`src/rtl/aq_cp0_sync_arb.sv`:
```
// aq_cp0_sync_arb
// Arbitrates three CP0 requesters (low-power sequencer, fence unit and
// cache-maintenance unit) for the single LSU sync handshake. Only one sync
// is outstanding at a time. The winner receives a one-cycle ack. Priority
// is round-robin. A pipeline flush aborts the sync in progress, and a
// sticky watchdog flags an LSU that never answers.
//
// Ports:
//   forever_cpuclk         free-running CPU clock
//   cpurst_b               async active-low reset
//   rtu_yy_xx_flush        pipeline flush, aborts any sync in progress
//   special_lpmd_sync_req  requester 0 (lpmd), level
//   fence_sync_req         requester 1 (fence), level
//   cmo_sync_req           requester 2 (cache op), level
//   lsu_cp0_sync_ack       LSU drained/synced, level (only looked at in REQ)
//   timeout_clr            clears the sticky timeout flag
//   cp0_lsu_sync_req       sync request to the LSU
//   lpmd_sync_ack          one-cycle ack to requester 0
//   fence_sync_ack         one-cycle ack to requester 1
//   cmo_sync_ack           one-cycle ack to requester 2
//   sync_arb_grant         one-hot current grant, bit i = requester i
//   sync_arb_busy          arbiter not idle
//   sync_arb_timeout       sticky watchdog flag
module aq_cp0_sync_arb #(
  parameter int TO_WIDTH = 10,
  parameter int TO_LIMIT = 1023
) (
  input  logic       forever_cpuclk,
  input  logic       cpurst_b,
  input  logic       rtu_yy_xx_flush,
  input  logic       special_lpmd_sync_req,
  input  logic       fence_sync_req,
  input  logic       cmo_sync_req,
  input  logic       lsu_cp0_sync_ack,
  input  logic       timeout_clr,
  output logic       cp0_lsu_sync_req,
  output logic       lpmd_sync_ack,
  output logic       fence_sync_ack,
  output logic       cmo_sync_ack,
  output logic [2:0] sync_arb_grant,
  output logic       sync_arb_busy,
  output logic       sync_arb_timeout
);

  typedef enum logic [1:0] {
    IDLE = 2'b00,
    REQ  = 2'b01,
    ACK  = 2'b10,
    GAP  = 2'b11
  } state_e;

  localparam logic [TO_WIDTH-1:0] LIMIT = TO_WIDTH'(TO_LIMIT);

  state_e              state_q, state_d;
  logic [2:0]          grant_q, grant_d;
  logic [1:0]          rr_ptr_q, rr_ptr_d;
  logic [TO_WIDTH-1:0] cnt_q, cnt_d;
  logic                timeout_q, timeout_d;

  logic [2:0]          reqs;
  logic [2:0]          pick;
  logic [TO_WIDTH-1:0] cnt_inc;
  logic                granted_req;

  assign reqs        = {cmo_sync_req, fence_sync_req, special_lpmd_sync_req};
  assign granted_req = |(grant_q & reqs);
  assign cnt_inc     = (cnt_q == LIMIT) ? cnt_q : cnt_q + 1'b1;

  // Rotating priority scan starting at rr_ptr; first high request wins.
  always_comb begin
    pick = 3'b000;
    case (rr_ptr_q)
      2'd1: begin
        if      (reqs[1]) pick = 3'b010;
        else if (reqs[2]) pick = 3'b100;
        else if (reqs[0]) pick = 3'b001;
      end
      2'd2: begin
        if      (reqs[2]) pick = 3'b100;
        else if (reqs[0]) pick = 3'b001;
        else if (reqs[1]) pick = 3'b010;
      end
      default: begin
        if      (reqs[0]) pick = 3'b001;
        else if (reqs[1]) pick = 3'b010;
        else if (reqs[2]) pick = 3'b100;
      end
    endcase
  end

  // Next-state logic. Flush beats everything; in REQ a withdrawal beats an
  // LSU ack arriving in the same cycle. The watchdog counter only runs in
  // REQ, so it always restarts from zero for each new request.
  always_comb begin
    state_d  = state_q;
    grant_d  = grant_q;
    rr_ptr_d = rr_ptr_q;
    cnt_d    = '0;
    case (state_q)
      IDLE: begin
        if (|reqs) begin
          grant_d = pick;
          state_d = REQ;
        end
      end
      REQ: begin
        cnt_d = cnt_inc;
        if (!granted_req) begin
          grant_d = 3'b000;
          state_d = IDLE;
        end else if (lsu_cp0_sync_ack) begin
          state_d = ACK;
        end
      end
      ACK: begin
        if      (grant_q[0]) rr_ptr_d = 2'd1;
        else if (grant_q[1]) rr_ptr_d = 2'd2;
        else                 rr_ptr_d = 2'd0;
        grant_d = 3'b000;
        state_d = GAP;
      end
      default: begin
        grant_d = 3'b000;
        state_d = IDLE;
      end
    endcase
    if (rtu_yy_xx_flush) begin
      state_d  = IDLE;
      grant_d  = 3'b000;
      rr_ptr_d = rr_ptr_q;
      cnt_d    = '0;
    end
  end

  // Sticky watchdog: set while REQ holds the counter at its limit, and a
  // set in the same cycle as a clear keeps the flag high.
  always_comb begin
    timeout_d = timeout_q & ~timeout_clr;
    if (state_q == REQ && cnt_inc == LIMIT) timeout_d = 1'b1;
  end

  always_ff @(posedge forever_cpuclk or negedge cpurst_b) begin
    if (!cpurst_b) begin
      state_q   <= IDLE;
      grant_q   <= 3'b000;
      rr_ptr_q  <= 2'd0;
      cnt_q     <= '0;
      timeout_q <= 1'b0;
    end else begin
      state_q   <= state_d;
      grant_q   <= grant_d;
      rr_ptr_q  <= rr_ptr_d;
      cnt_q     <= cnt_d;
      timeout_q <= timeout_d;
    end
  end

  assign cp0_lsu_sync_req = (state_q == REQ);
  assign sync_arb_busy    = (state_q != IDLE);
  assign sync_arb_grant   = grant_q;
  assign sync_arb_timeout = timeout_q;

  // A flush in the ACK cycle must suppress the ack in that same cycle, so
  // flush is the one input allowed to reach the ack outputs directly.
  assign lpmd_sync_ack  = (state_q == ACK) & grant_q[0] & ~rtu_yy_xx_flush;
  assign fence_sync_ack = (state_q == ACK) & grant_q[1] & ~rtu_yy_xx_flush;
  assign cmo_sync_ack   = (state_q == ACK) & grant_q[2] & ~rtu_yy_xx_flush;

endmodule

```
`config.mk`:
```
export PLATFORM = sky130hd
export DESIGN_NAME = aq_cp0_sync_arb
export DESIGN_NICKNAME = d
export VERILOG_FILES = /design/src/rtl/aq_cp0_sync_arb.sv
export SDC_FILE = /design/constraint.sdc
export NUM_CORES = 1
export LEC_CHECK = 0
export ABC_AREA = 1
export BUFFER_PORTS_ARGS = -buffer_cell sky130_fd_sc_hd__buf_2
export CAP_MARGIN = 20
export CORE_MARGIN = 2
export CORE_UTILIZATION = 50
export DETAILED_ROUTE_END_ITERATION = 10
export HOLD_SLACK_MARGIN = 0.12
export PLACE_DENSITY = 0.74
export SLEW_MARGIN = 0
export SYNTH_ARGS = -nofsm -noshare
export SYNTH_HDL_FRONTEND = slang
export SYNTH_SLANG_ARGS = --single-unit
export TNS_END_PERCENT = 1
```
`constraint.sdc`:
```
create_clock -name forever_cpuclk -period 1.5 [get_ports forever_cpuclk]
set_clock_uncertainty 0.15 [all_clocks]
set_input_delay 0.15 -clock forever_cpuclk [delete_from_list [all_inputs] [get_ports forever_cpuclk]]
set_output_delay 0.15 -clock forever_cpuclk [all_outputs]
set_load 0.005 [all_outputs]
```
# Yosys cells after proc, flatten, opt, wreduce, memory -nomap -nowiden

Index checks and enable logic that the tools add are counted.
W data, S select, Z words.

Bitwise logic cells: 10
$add $sub $neg: 1
Mux-type cells: 25
Equal/unequal tests: 9
Reductions and logical operators: 8

Operators with widths:

| kind                    | count |
|---|---|
| $mux W10                | 3 |
| $mux W3                 | 9 |
| $eq A10 B10 Y1 const B  | 2 |
| $mux W2                 | 8 |
| $pmux W3 S2             | 2 |
| $add A10 B1 Y10 const B | 1 |
| $and A1 B1 Y1           | 7 |
| $ne A3 B3 Y1 const B    | 2 |
| $pmux W2 S3             | 1 |
| $reduce_and A2 Y1       | 3 |
| $reduce_or A3 Y1        | 2 |
| $eq A2 B1 Y1 const B    | 2 |
| $eq A2 B2 Y1 const B    | 2 |
| $ne A4 B4 Y1 const B    | 1 |
| $and A3 B3 Y3           | 1 |
| $logic_not A2 Y1        | 1 |
| $mux W1                 | 2 |
| $not A1 Y1              | 2 |
| $reduce_bool A2 Y1      | 1 |
| $logic_and A1 B1 Y1     | 1 |

Flip-flop bits (word level): 18
Bits of input ports: 8
Logic and storage cells: 58

# Depth between registers and ports, before layout

Gate-level depths: netlist (run 1).

Word-level depth: 7
Gate-level depth with buffers: 10
Mapped depth without buffers: 10

# Worst setup path after synthesis (run 1)

No wires, ideal clock.

Path type: flip-flop to flip-flop
Start: register cnt_q[0]
End: register timeout_q, in the netlist sync_arb_timeout
Data required time: 1285 ps
Data arrival time: 1327 ps
Slack: -41 ps
Cell stages (with the launch flop): 11
Path through: dfrtp_1 ha_1 nand2_2 nor2_4 nand3_4 buf_6 nand2_2 nand3_1 nor2_1 nand3_1 nand2_1

Word-level cells in the longest chain between the ends: 5

RTL lines:

| element                                                  | RTL line | text |
|---|---|---|
| start, declared                                          | 57       | `logic [TO_WIDTH-1:0] cnt_q, cnt_d;` |
| start signal, assigned                                   | 153      | `cnt_q <= cnt_d;` |
| $add A10 B1 Y10 / $eq A10 B10 Y1 (equally long branches) | 67       | `assign cnt_inc = (cnt_q == LIMIT) ? cnt_q : cnt_q + 1'b1;` |
| $mux W10 *                                               | 67       |  |
| $eq A10 B10 Y1 *                                         | 139      | `if (state_q == REQ && cnt_inc == LIMIT) timeout_d = 1'b1;` |
| $logic_and A1 B1 Y1 *                                    | 139      |  |
| $mux W1 *                                                | 139      |  |
| net timeout_d                                            | 58       | `logic timeout_q, timeout_d;` |
| end signal, assigned                                     | 154      | `timeout_q <= timeout_d;` |
| end, declared                                            | 58       |  |

Mark *: on every way through the listed nets, which the timed path passes. The rest lies on a longest branch.
A chain may end at the register's enable or synchronous reset.

# Worst setup path in the final report (run 1)

Start: register cnt_q[1]
End: register timeout_q, in the netlist sync_arb_timeout

Same word-level chain as after synthesis.

==> summary.md, run 1 <==
| Metric | Value |
|---|---|
| Placed cell count | between 200 and 250 |
| CP peak stage delay | 0.37 ns |
| Clock Latency Late Sink | 0.29 ns |
| Syn. warnings | 0 |
| CTS clk-pin slew, worst paths | approximately 0.10 ns |
| Worst EP required | roughly 1.6 ns |
| WL/cell | about 12 um |
| Async set or reset register ratio after synthesis | 1.00 |
| Number of max-cap violations | 0 |
| Root buffer cell | clkbuf_4 |
| Initial Utilization | 0.515 |
| Worst vdd ir | between 0.7 and 0.8 mV |
| Dpl hpwl | about 1900 um |
| DR vias/cell | approximately 5 |
| Area occupied by registers | roughly 450 sq um |
| CTS H-tree lvls | 1 |
| TritonRoute pass-1 iters | 4 |
| Violated checks | negative setup slack |
| Cell family with most CP delay | simple AND/OR/NAND/NOR gates |
| Number of remaining DRC errors | 0 |
| Area of the multi-input gates | 577 sq um |
| P&R area growth vs syn | 33.0% |
| Pin count of the biggest net entering global routing | 19 |
| Top-count cell post-synth | nand2_1 |
| Period utilization | 1.07 |
| Critical Path, Cell by Cell | ha_2 > nand2_2 > nor2_4 > nand3_4 > o21ai_2 > nand2_1 > nor2_1 > nand3_1 > nand2_1 |
| Hold WC Path Type | in -> async |
| Postcts setup bufs | 0 |
| CP Class | reg -> reg |
| Final worst path period need | about 1.6 ns |
| CP most frequent cell | nand2_1 |
| Buffers on Ports | 16 |
| Mapped Nets | roughly 170 |
| Total GRT Usage | 0.246 |
| CP max stage cell | dfrtp_1 |
| GRT overflow | 0 |
| Final hold violation count | 0 |
| Crit-path max FO | 13 |
| Power Density | 765 nW/um^2 |
| Critical path arrival | around 1.7 ns |
| Slew Limit Headroom | 0.718 |
| Final ANT Viol Nets | 0 |
| Leak pwr | between 0.7 and 0.8 nW |
| Worst slew pin tran | about 0.42 ns |
| Proportion of layout cells with a drive suffix above 1 | 0.272 |
| Area contributors post-synth | dfrtp_1 (41%), nand2_1 (14%), inv_1 (9.8%) |
| Drt initial violations | 33 |
| Gp weighted congestion | approximately 0.85 |
| DP Worst Slack | -0.119 ns |
| Setup violations, final | 6 |
| Final WS setup | -0.110 ns |
| Top cells by count, synth | nand2_1 (41), inv_1 (29), dfrtp_1 (18), nor2_1 (17), nand3_1 (10) |
| Core Area | 2150 sq um |
| Post-Layout Cell Count | 223 |
| Synth top area share | 0.407 |
| EDFF count, synth | 0 |
| Ports | 17 |
| R2r startpoint | cnt_q[1]$_DFF_PN0_ |
| CP Launch Type | flip-flop |
| Leading area contributor after synthesis | dfrtp_1 |
| Row count | 17 |
| Sequential area share after synthesis | 0.407 |
| Fin nets | approximately 210 |
| Wirelength, routed | ~2700 um |
| RSZ-0062 raised after global routing | true |
| Syn Area/Cell | 7.19 sq um |
| Buf/Inv on CP | 0 |
| Antenna diode count | 0 |
| Worst-case clock buffer depth | 2 |
| Fillcell total | 176 |
| Post-Synthesis Cells | ~150 |
| Top FF cell, synth | dfrtp_1 |
| Antenna violations before repair | 0 |
| Max Slew Vio Count | 0 |
| Fmax | around 620 MHz |
| Vias in the first global route | about 1.1k |
| DIE AREA | 2610 sq um |
| CTS tree | done |
| First-pass GRT wire length | 4710 um |
| Crit. Startpoint | cnt_q[1]$_DFF_PN0_ |
| Die X-Extent | a little over 50 um |
| CTS Buf Count | 3 |
| Mapped cell area | about 1100 sq um |
| # clock sinks | 18 |
| Die Span Y | ~50 um |
| DR vias | 1129 |
| Synth Register Bits | 18 |
| CP Capture Type | flip-flop |
| Post-synth cell types | 22 |
| Status | complete, but fails checks |
path summary, 6_finish.rpt:
kind | end | slack, ns | depth (start not counted)
worst max-delay path | sync_arb_timeout$_DFF_PN0_ | -0.11 | 9
worst min-delay path | rr_ptr_q[0]$_DFFE_PN0P_ | 0.21 | 2
worst max register to register | sync_arb_timeout$_DFF_PN0_ | -0.11 | 9
worst min register to register | sync_arb_timeout$_DFF_PN0_ | 0.36 | 2
max in group asynchronous | state_q[0]$_DFFE_PN0P_ | 0.70 | 2
min in group forever_cpuclk | state_q[0]$_DFFE_PN0P_ | 0.24 | 5
layout by cell type (no fill, tap or decap), types with 4 or more instances in the layout:
master and n:
a21oi_1 7, o21ai_0 5, buf_2 16, nor2_1 14, inv_1 28, buf_4 15, dlygate4sd3_1 7, nand3_1 9
nand2_1 39, dfrtp_1 18, nand2_2 4, o21bai_1 4
metal layers:
metal / vias up / wire length (um) / GRT usage
li1: 563 / - / -
met1: 533 / 1090 / 0.280
met2: 27 / 1490 / 0.455
met3: 6 / 105 / 0.0409
met4: 0 / 36 / 0.0901
met5: - / 0 / 0
timing repair:
action                                  4_1_cts  5_1_grt
hold buffers                                  8        0
resized for setup                             6        8
pin swaps                                     1        1
endpoints found under the setup margin        7       17
hold endpoints to repair                     24        0
power by group:
group          total (mW)  switching [mW]  internal [mW]
sequential          0.552          0.0289          0.523
clock               0.239           0.145         0.0934
combinational       0.336           0.180          0.156
total                1.13           0.354          0.773
flip-flops by register name (all words and copies together) (netlist names):
register / count
state_q: 2
cnt_q: 10
rr_ptr_q: 2
sync_arb_timeout: 1
sync_arb_grant: 3
final cells by class:
type / instances / area share
clock buffer: 3 / 0.0153
sequential: 18 / 0.306
inverter: 30 / 0.0765
tap: 28 / 0.0238
multi-input combinational: 105 / 0.392
timing repair buffer: 39 / 0.187
kinds of logic after synthesis:
kind of cell | share of synthesized area
xor gates and xnor gates | 0.00791
DFF | 0.407
and+or+nand+nor | 0.321
adders and majority gates | 0.0339
buffers and inverters | 0.112
AOI/OAI and AO/OA | 0.119
per-stage QoR:
step                      power, mW  utilization  instance area (sq um)  hold slack, ns  setup TNS, ns
after CTS                      1.08        0.670                   1440           0.174         -0.527
final                          1.13        0.685                   1470           0.212         -0.263
after detailed placement      0.824        0.616                   1320         -0.0424         -0.231
after global placement        0.811        0.616                   1320         -0.0443        -0.0558
after global routing           1.21        0.685                   1470           0.225          -1.15
after floorplan               0.726            -                   1110          -0.296        -0.0413
No activity file was read; power rests on OpenSTA's default activity.
==> run 2: changes to the inputs <==
--- a/config.mk
+++ b/config.mk
@@ -5,14 +5,13 @@
 export SDC_FILE = /design/constraint.sdc
 export NUM_CORES = 1
 export LEC_CHECK = 0
-export ABC_AREA = 1
 export BUFFER_PORTS_ARGS = -buffer_cell sky130_fd_sc_hd__buf_2
 export CAP_MARGIN = 20
 export CORE_MARGIN = 2
-export CORE_UTILIZATION = 50
+export CORE_UTILIZATION = 49
 export DETAILED_ROUTE_END_ITERATION = 10
 export HOLD_SLACK_MARGIN = 0.12
-export PLACE_DENSITY = 0.74
+export PLACE_DENSITY = 0.73
 export SLEW_MARGIN = 0
 export SYNTH_ARGS = -nofsm -noshare
 export SYNTH_HDL_FRONTEND = slang
==> summary.md, run 2 <==
| Metric | Value |
|---|---|
| Top-count cell post-synth | dfrtp_1 |
| Final ANT Viol Nets | 0 |
| DR vias | ~1.2k |
| Setup violations, final | 18 |
| CP Capture Type | flip-flop |
| Number of max-cap violations | 0 |
| Critical path arrival | 1.84 ns |
| Core Area | between 2000 and 2500 sq um |
| WL/cell | around 17 um |
| Hold_ws | ~0.15 ns |
| CP Class | reg -> reg |
| DR vias/cell | 5.82 |
| P&R area growth vs syn | 56.9% |
| TritonRoute pass-1 iters | 4 |
| Crit-path max FO | 4 |
| Worst vdd ir | between 0.6 and 0.7 mV |
| Synth Register Bits | 18 |
| R2r worst-path depth | 6 |
| Syn Area/Cell | a little over 9 sq um |
| First-pass GRT wire length | around 5500 um |
| # clock sinks | 18 |
| Root buffer cell | clkbuf_4 |
| Worst slew pin tran | 0.499 ns |
| CTS H-tree lvls | 1 |
| Fmax | between 500 and 600 MHz |
| CP Launch Type | flip-flop |
| Violated checks | negative setup slack |
| R2R Setup Slk | -0.28 ns |
| Pin count of the biggest net entering global routing | 19 |
| Proportion of layout cells with a drive suffix above 1 | 0.438 |
| Max reg flops | 10 |
| Post-Synthesis Cells | 116 |
| R2r startpoint | cnt_q[0]$_DFF_PN0_ |
| DIE AREA | between 2000 and 3000 sq um |
| Die X-Extent | approximately 50 um |
| Status | complete, but fails checks |
| Initial Utilization | 0.535 |
| Wirelength, routed | 3420 um |
| Sequential area share after synthesis | 0.421 |
| Post-synth cell types | 39 |
| Die Span Y | 50.8 um |
| EDFF count, synth | 0 |
| Final hold violation count | 0 |
| CP peak stage delay | approximately 0.43 ns |
| Hold WC Path Type | in -> async |
| Cell family with most CP delay | simple AND/OR/NAND/NOR gates |
| Buf/Inv on CP | 1 |
| Buffers on Ports | 16 |
| Final WS setup | -0.278 ns |
| Power Density | just under 700 nW/um^2 |
| Antenna diode count | 0 |
| Worst EP required | roughly 1.6 ns |
| GRT overflow | 0 |
| Row count | 16 |
| Vias in the first global route | 1213 |
| Synth top area share | 0.421 |
| CTS Buf Count | 3 |
| Core Util, Final | 0.839 |
| Slew Limit Headroom | 0.667 |
| Syn. warnings | 0 |
| CP max stage cell | dfrtp_1 |
| Top FF cell, synth | dfrtp_1 |
| Async set or reset register ratio after synthesis | 1.00 |
| Ports | 17 |
| Most common cell after layout, fill and taps aside | buf_4 |
| CTS clk-pin slew, worst paths | roughly 0.11 ns |
| Leading cell types in the layout, fill and taps excluded | buf_4 (34), dfrtp_1 (18), buf_2 (14) |
| Most flops, register | cnt_q |
| Number of remaining DRC errors | 0 |
| Antenna violations before repair | 0 |
| Clock Latency Late Sink | 0.31 ns |
| Mapped cell area | around 1100 sq um |
| Max Slew Vio Count | 0 |
| Final worst path period need | around 1.8 ns |
| Reg2Reg Capture Point | sync_arb_timeout$_DFF_PN0_ |
| Drt initial violations | 69 |
| Dpl hpwl | approximately 2100 um |
| CTS tree | done |
| Critical Path, Cell by Cell | buf_4 > and4_1 > nor2b_1 > o21ai_0 > nand2_1 > o41ai_2 |
| Leading area contributor after synthesis | dfrtp_1 |
| Period utilization | 1.19 |
| Stages on the worst setup path | 6 |
| Mapped Nets | approximately 130 |
| Area contributors post-synth | dfrtp_1 (42%), nor2_1 (4.6%), ha_1 (3.5%) |
| Leak pwr | 0.787 nW |
| Fin nets | around 190 |
| Gp weighted congestion | roughly 0.91 |
| Worst-case clock buffer depth | 2 |
| RSZ-0062 raised after global routing | true |
| Crit. Startpoint | cnt_q[0]$_DFF_PN0_ |
| Total GRT Usage | 0.290 |
| Top cells by count, synth | dfrtp_1 (18), nor2_1 (13), o21ai_0 (7) |
run 2: what timing repair did:
item                       CTS  global route
setup buffers                3             0
gates resized for setup     18             8
setup endpoints to repair   20            21
gates cloned                 0             0
pin swaps                   10             3
hold buffers                 8             0
hold endpoints to repair    24             0
run 2: how the worst max path moves through the flow:
stage	to	slack, ns
finish	sync_arb_timeout$_DFF_PN0_	-0.28
global route	sync_arb_timeout$_DFF_PN0_	-0.37
CTS	sync_arb_timeout$_DFF_PN0_	-0.26
detailed placement	sync_arb_timeout$_DFF_PN0_	-0.25
global placement	sync_arb_grant[0]$_DFFE_PN0P_	-0.20
floorplan	sync_arb_timeout$_DFF_PN0_	-0.30
run 2: routing by layer:
layer	routed length (um)	share of wire	global-route usage	vias to the layer above
li1	-	-	-	549
met1	1460	0.43	0.381	572
met2	1690	0.49	0.482	51
met3	203	0.059	0.0417	10
met4	74	0.022	0.113	0
met5	0	0	0	-
run 2: kinds of logic (layout without fill, tap and decap cells):
family / after synthesis / in the layout / synth area share
xor gates and xnor gates: 3 / 3 / 0.0245
AOI/OAI and AO/OA: 27 / 27 / 0.180
and+or+nand+nor: 55 / 55 / 0.297
buffers and inverters: 9 / 69 / 0.0339
adders and majority gates: 3 / 3 / 0.0351
DFF: 18 / 18 / 0.421
muxes: 1 / 1 / 0.00935
run 2: metrics by stage:
step | power, mW | std cells | instance area [sq um] | worst slack (ns) | setup TNS (ns)
finish | 1.13 | 203 | 1680 | -0.278 | -3.04
global placement | 0.746 | 188 | 1440 | -0.199 | -1.34
detailed placement | 0.753 | 188 | 1440 | -0.247 | -2.03
CTS | 1.11 | 203 | 1650 | -0.261 | -2.42
global route | 1.18 | 203 | 1680 | -0.374 | -4.27
floorplan | 0.653 | 116 | 1090 | -0.296 | -1.41
run 2: where the power goes:
part | internal, mW | switching (mW)
Combinational | 0.146 | 0.140
Clock | 0.148 | 0.171
Sequential | 0.510 | 0.0180
run 2: cell type report:
cell class | instances | area [sq um]
multi-input cells | 89 | 683
repair buffers | 61 | 462
flip-flops and latches | 18 | 450
fillers | 123 | 322
clock buffers | 4 | 36.3
well taps | 27 | 33.8
inverters | 4 | 15.0
==> run 3: changes to the inputs <==
--- a/config.mk
+++ b/config.mk
@@ -11,7 +11,9 @@
 export CORE_UTILIZATION = 49
 export DETAILED_ROUTE_END_ITERATION = 10
 export HOLD_SLACK_MARGIN = 0.12
+export MAX_ROUTING_LAYER = met4
 export PLACE_DENSITY = 0.73
+export SETUP_SLACK_MARGIN = 0.02
 export SLEW_MARGIN = 0
 export SYNTH_ARGS = -nofsm -noshare
 export SYNTH_HDL_FRONTEND = slang
==> summary.md, run 3 (synthesis results as in run 2) <==
| Metric | Value |
|---|---|
| Row count | 16 |
| Root buffer cell | clkbuf_4 |
| CP max stage cell | dfrtp_1 |
| Die X-Extent | just over 50 um |
| Total GRT Usage | 0.300 |
| Core Util, Final | 0.839 |
| Worst slew pin tran | 0.541 ns |
| Critical path arrival | roughly 1.8 ns |
| DR vias | roughly 1.2k |
| RSZ-0062 raised after global routing | true |
| Buffers on Ports | 16 |
| Setup violations, final | 19 |
| Final WS setup | -0.275 ns |
| Cell family with most CP delay | simple AND/OR/NAND/NOR gates |
| Antenna diode count | 0 |
| Sw frac | 0.291 |
| Max Slew Vio Count | 0 |
| Max reg flops | 10 |
| Violated checks | negative setup slack |
| Vias in the first global route | between 1k and 1.5k |
| CP Capture Type | flip-flop |
| CP Launch Type | flip-flop |
| Most common cell after layout, fill and taps aside | buf_4 |
| Drt initial violations | 63 |
| Leak pwr | ~0.8 nW |
| R2R Setup Slk | -0.27 ns |
| Worst-case clock buffer depth | 2 |
| Clock Latency Late Sink | about 0.31 ns |
| Switch Pwr | between 300 and 400 uW |
| Leading cell types in the layout, fill and taps excluded | buf_4 (34), dfrtp_1 (18), buf_2 (14) |
| CTS Buf Count | 3 |
| TritonRoute pass-1 iters | 4 |
| Internal | 805 uW |
| Fin nets | 188 |
| Gp weighted congestion | just over 0.9 |
| Slew Limit Headroom | 0.639 |
| Pin count of the biggest net entering global routing | 19 |
| Logic gate share of total power | 0.253 |
| Final ANT Viol Nets | 0 |
| DR vias/cell | approximately 6 |
| Number of remaining DRC errors | 0 |
| Critical Path, Cell by Cell | buf_4 > and4_1 > nor2b_1 > o21ai_0 > nand2_1 > o41ai_2 |
| CTS clk-pin slew, worst paths | about 0.11 ns |
| Crit-path max FO | 4 |
| # clock sinks | 18 |
| CTS tree | done |
| CP peak stage delay | about 0.43 ns |
| Worst vdd ir | 0.631 mV |
| DIE AREA | around 2600 sq um |
| CTS H-tree lvls | 1 |
| CP Class | reg -> reg |
| Ports | 17 |
| First-pass GRT wire length | between 5000 and 6000 um |
| Number of max-cap violations | 0 |
| Final hold violation count | 0 |
| Antenna violations before repair | 0 |
| Hold_ws | ~0.15 ns |
| Wirelength, routed | 3390 um |
| Dpl hpwl | around 2100 um |
| Core Area | 2000 sq um |
| Period utilization | 1.18 |
| Initial Utilization | 0.535 |
| Final worst path period need | 1.77 ns |
| Hold WC Path Type | in -> async |
| Buf/Inv on CP | 1 |
| GRT overflow | 0 |
| Proportion of layout cells with a drive suffix above 1 | 0.438 |
| Die Span Y | roughly 51 um |
| Clock share of power | 0.282 |
| Status | complete, but fails checks |
| Power Density | roughly 670 nW/um^2 |
| WL/cell | 16.7 um |
| Most flops, register | cnt_q |
| P&R area growth vs syn | 56.9% |
| Fmax | 563 MHz |
| Worst EP required | approximately 1.6 ns |
| Power share of the sequential group | 0.465 |
==> run 3: cell counts in the layout (fill, tap and decap cells not counted) <==
No cell type changed its count.
==> run 3: timing repair <==
action | in CTS | in global routing
buffers inserted | 3 | 0
resized for setup | 20 | 6
pin swaps | 10 | 3
endpoints found under the setup margin | 20 | 21
hold buffers | 8 | 0
hold endpoints to repair | 24 | 0
==> run 3: path summary, 6_finish.rpt <==
path	startpoint	cells after the start	end
worst max-delay path	cnt_q[0]$_DFF_PN0_	6	sync_arb_timeout$_DFF_PN0_
worst min-delay path	cpurst_b	2	rr_ptr_q[1]$_DFFE_PN0P_
worst max register to register	cnt_q[0]$_DFF_PN0_	6	sync_arb_timeout$_DFF_PN0_
worst min register to register	sync_arb_timeout$_DFF_PN0_	2	sync_arb_timeout$_DFF_PN0_
max in group asynchronous	cpurst_b	2	sync_arb_grant[0]$_DFFE_PN0P_
min in group forever_cpuclk	special_lpmd_sync_req	3	state_q[0]$_DFFE_PN0P_
==> run 3: through the flow <==
stage	std cells	power (mW)	setup TNS (ns)	cell area (sq um)	setup WS, ns
floorplan	116	0.653	-1.41	1090	-0.296
global placement	188	0.746	-1.34	1440	-0.199
detailed placement	188	0.753	-2.03	1440	-0.247
CTS	203	1.11	-2.42	1650	-0.261
global route	203	1.18	-4.27	1680	-0.374
finish	203	1.13	-3.16	1680	-0.275
==> run 3: per-layer routing <==
metal  routed length (um)  vias up  GRT usage
li1                     -      550          -
met1                 1430      581      0.379
met2                 1680       52      0.489
met3                  214       10     0.0417
met4                   76        0      0.113
met5                    0        -          -
==> run 3: final cells by class <==
class	instances	area (sq um)
Clock buffer	4	36.3
Fill cell	123	322
Inverter	4	15.0
Multi-Input combinational cell	89	683
Sequential cell	18	450
Tap cell	27	33.8
Timing Repair Buffer	61	462
==> run 3: power by group through the flow <==
stage | Sequential (mW) | Clock [mW] | Combinational [mW]
final | 0.528 | 0.319 | 0.287
after detailed placement | 0.537 | 0 | 0.217
after global placement | 0.535 | 0 | 0.211
after floorplan | 0.538 | 0 | 0.115
after CTS | 0.527 | 0.319 | 0.265
after global routing | 0.531 | 0.334 | 0.311
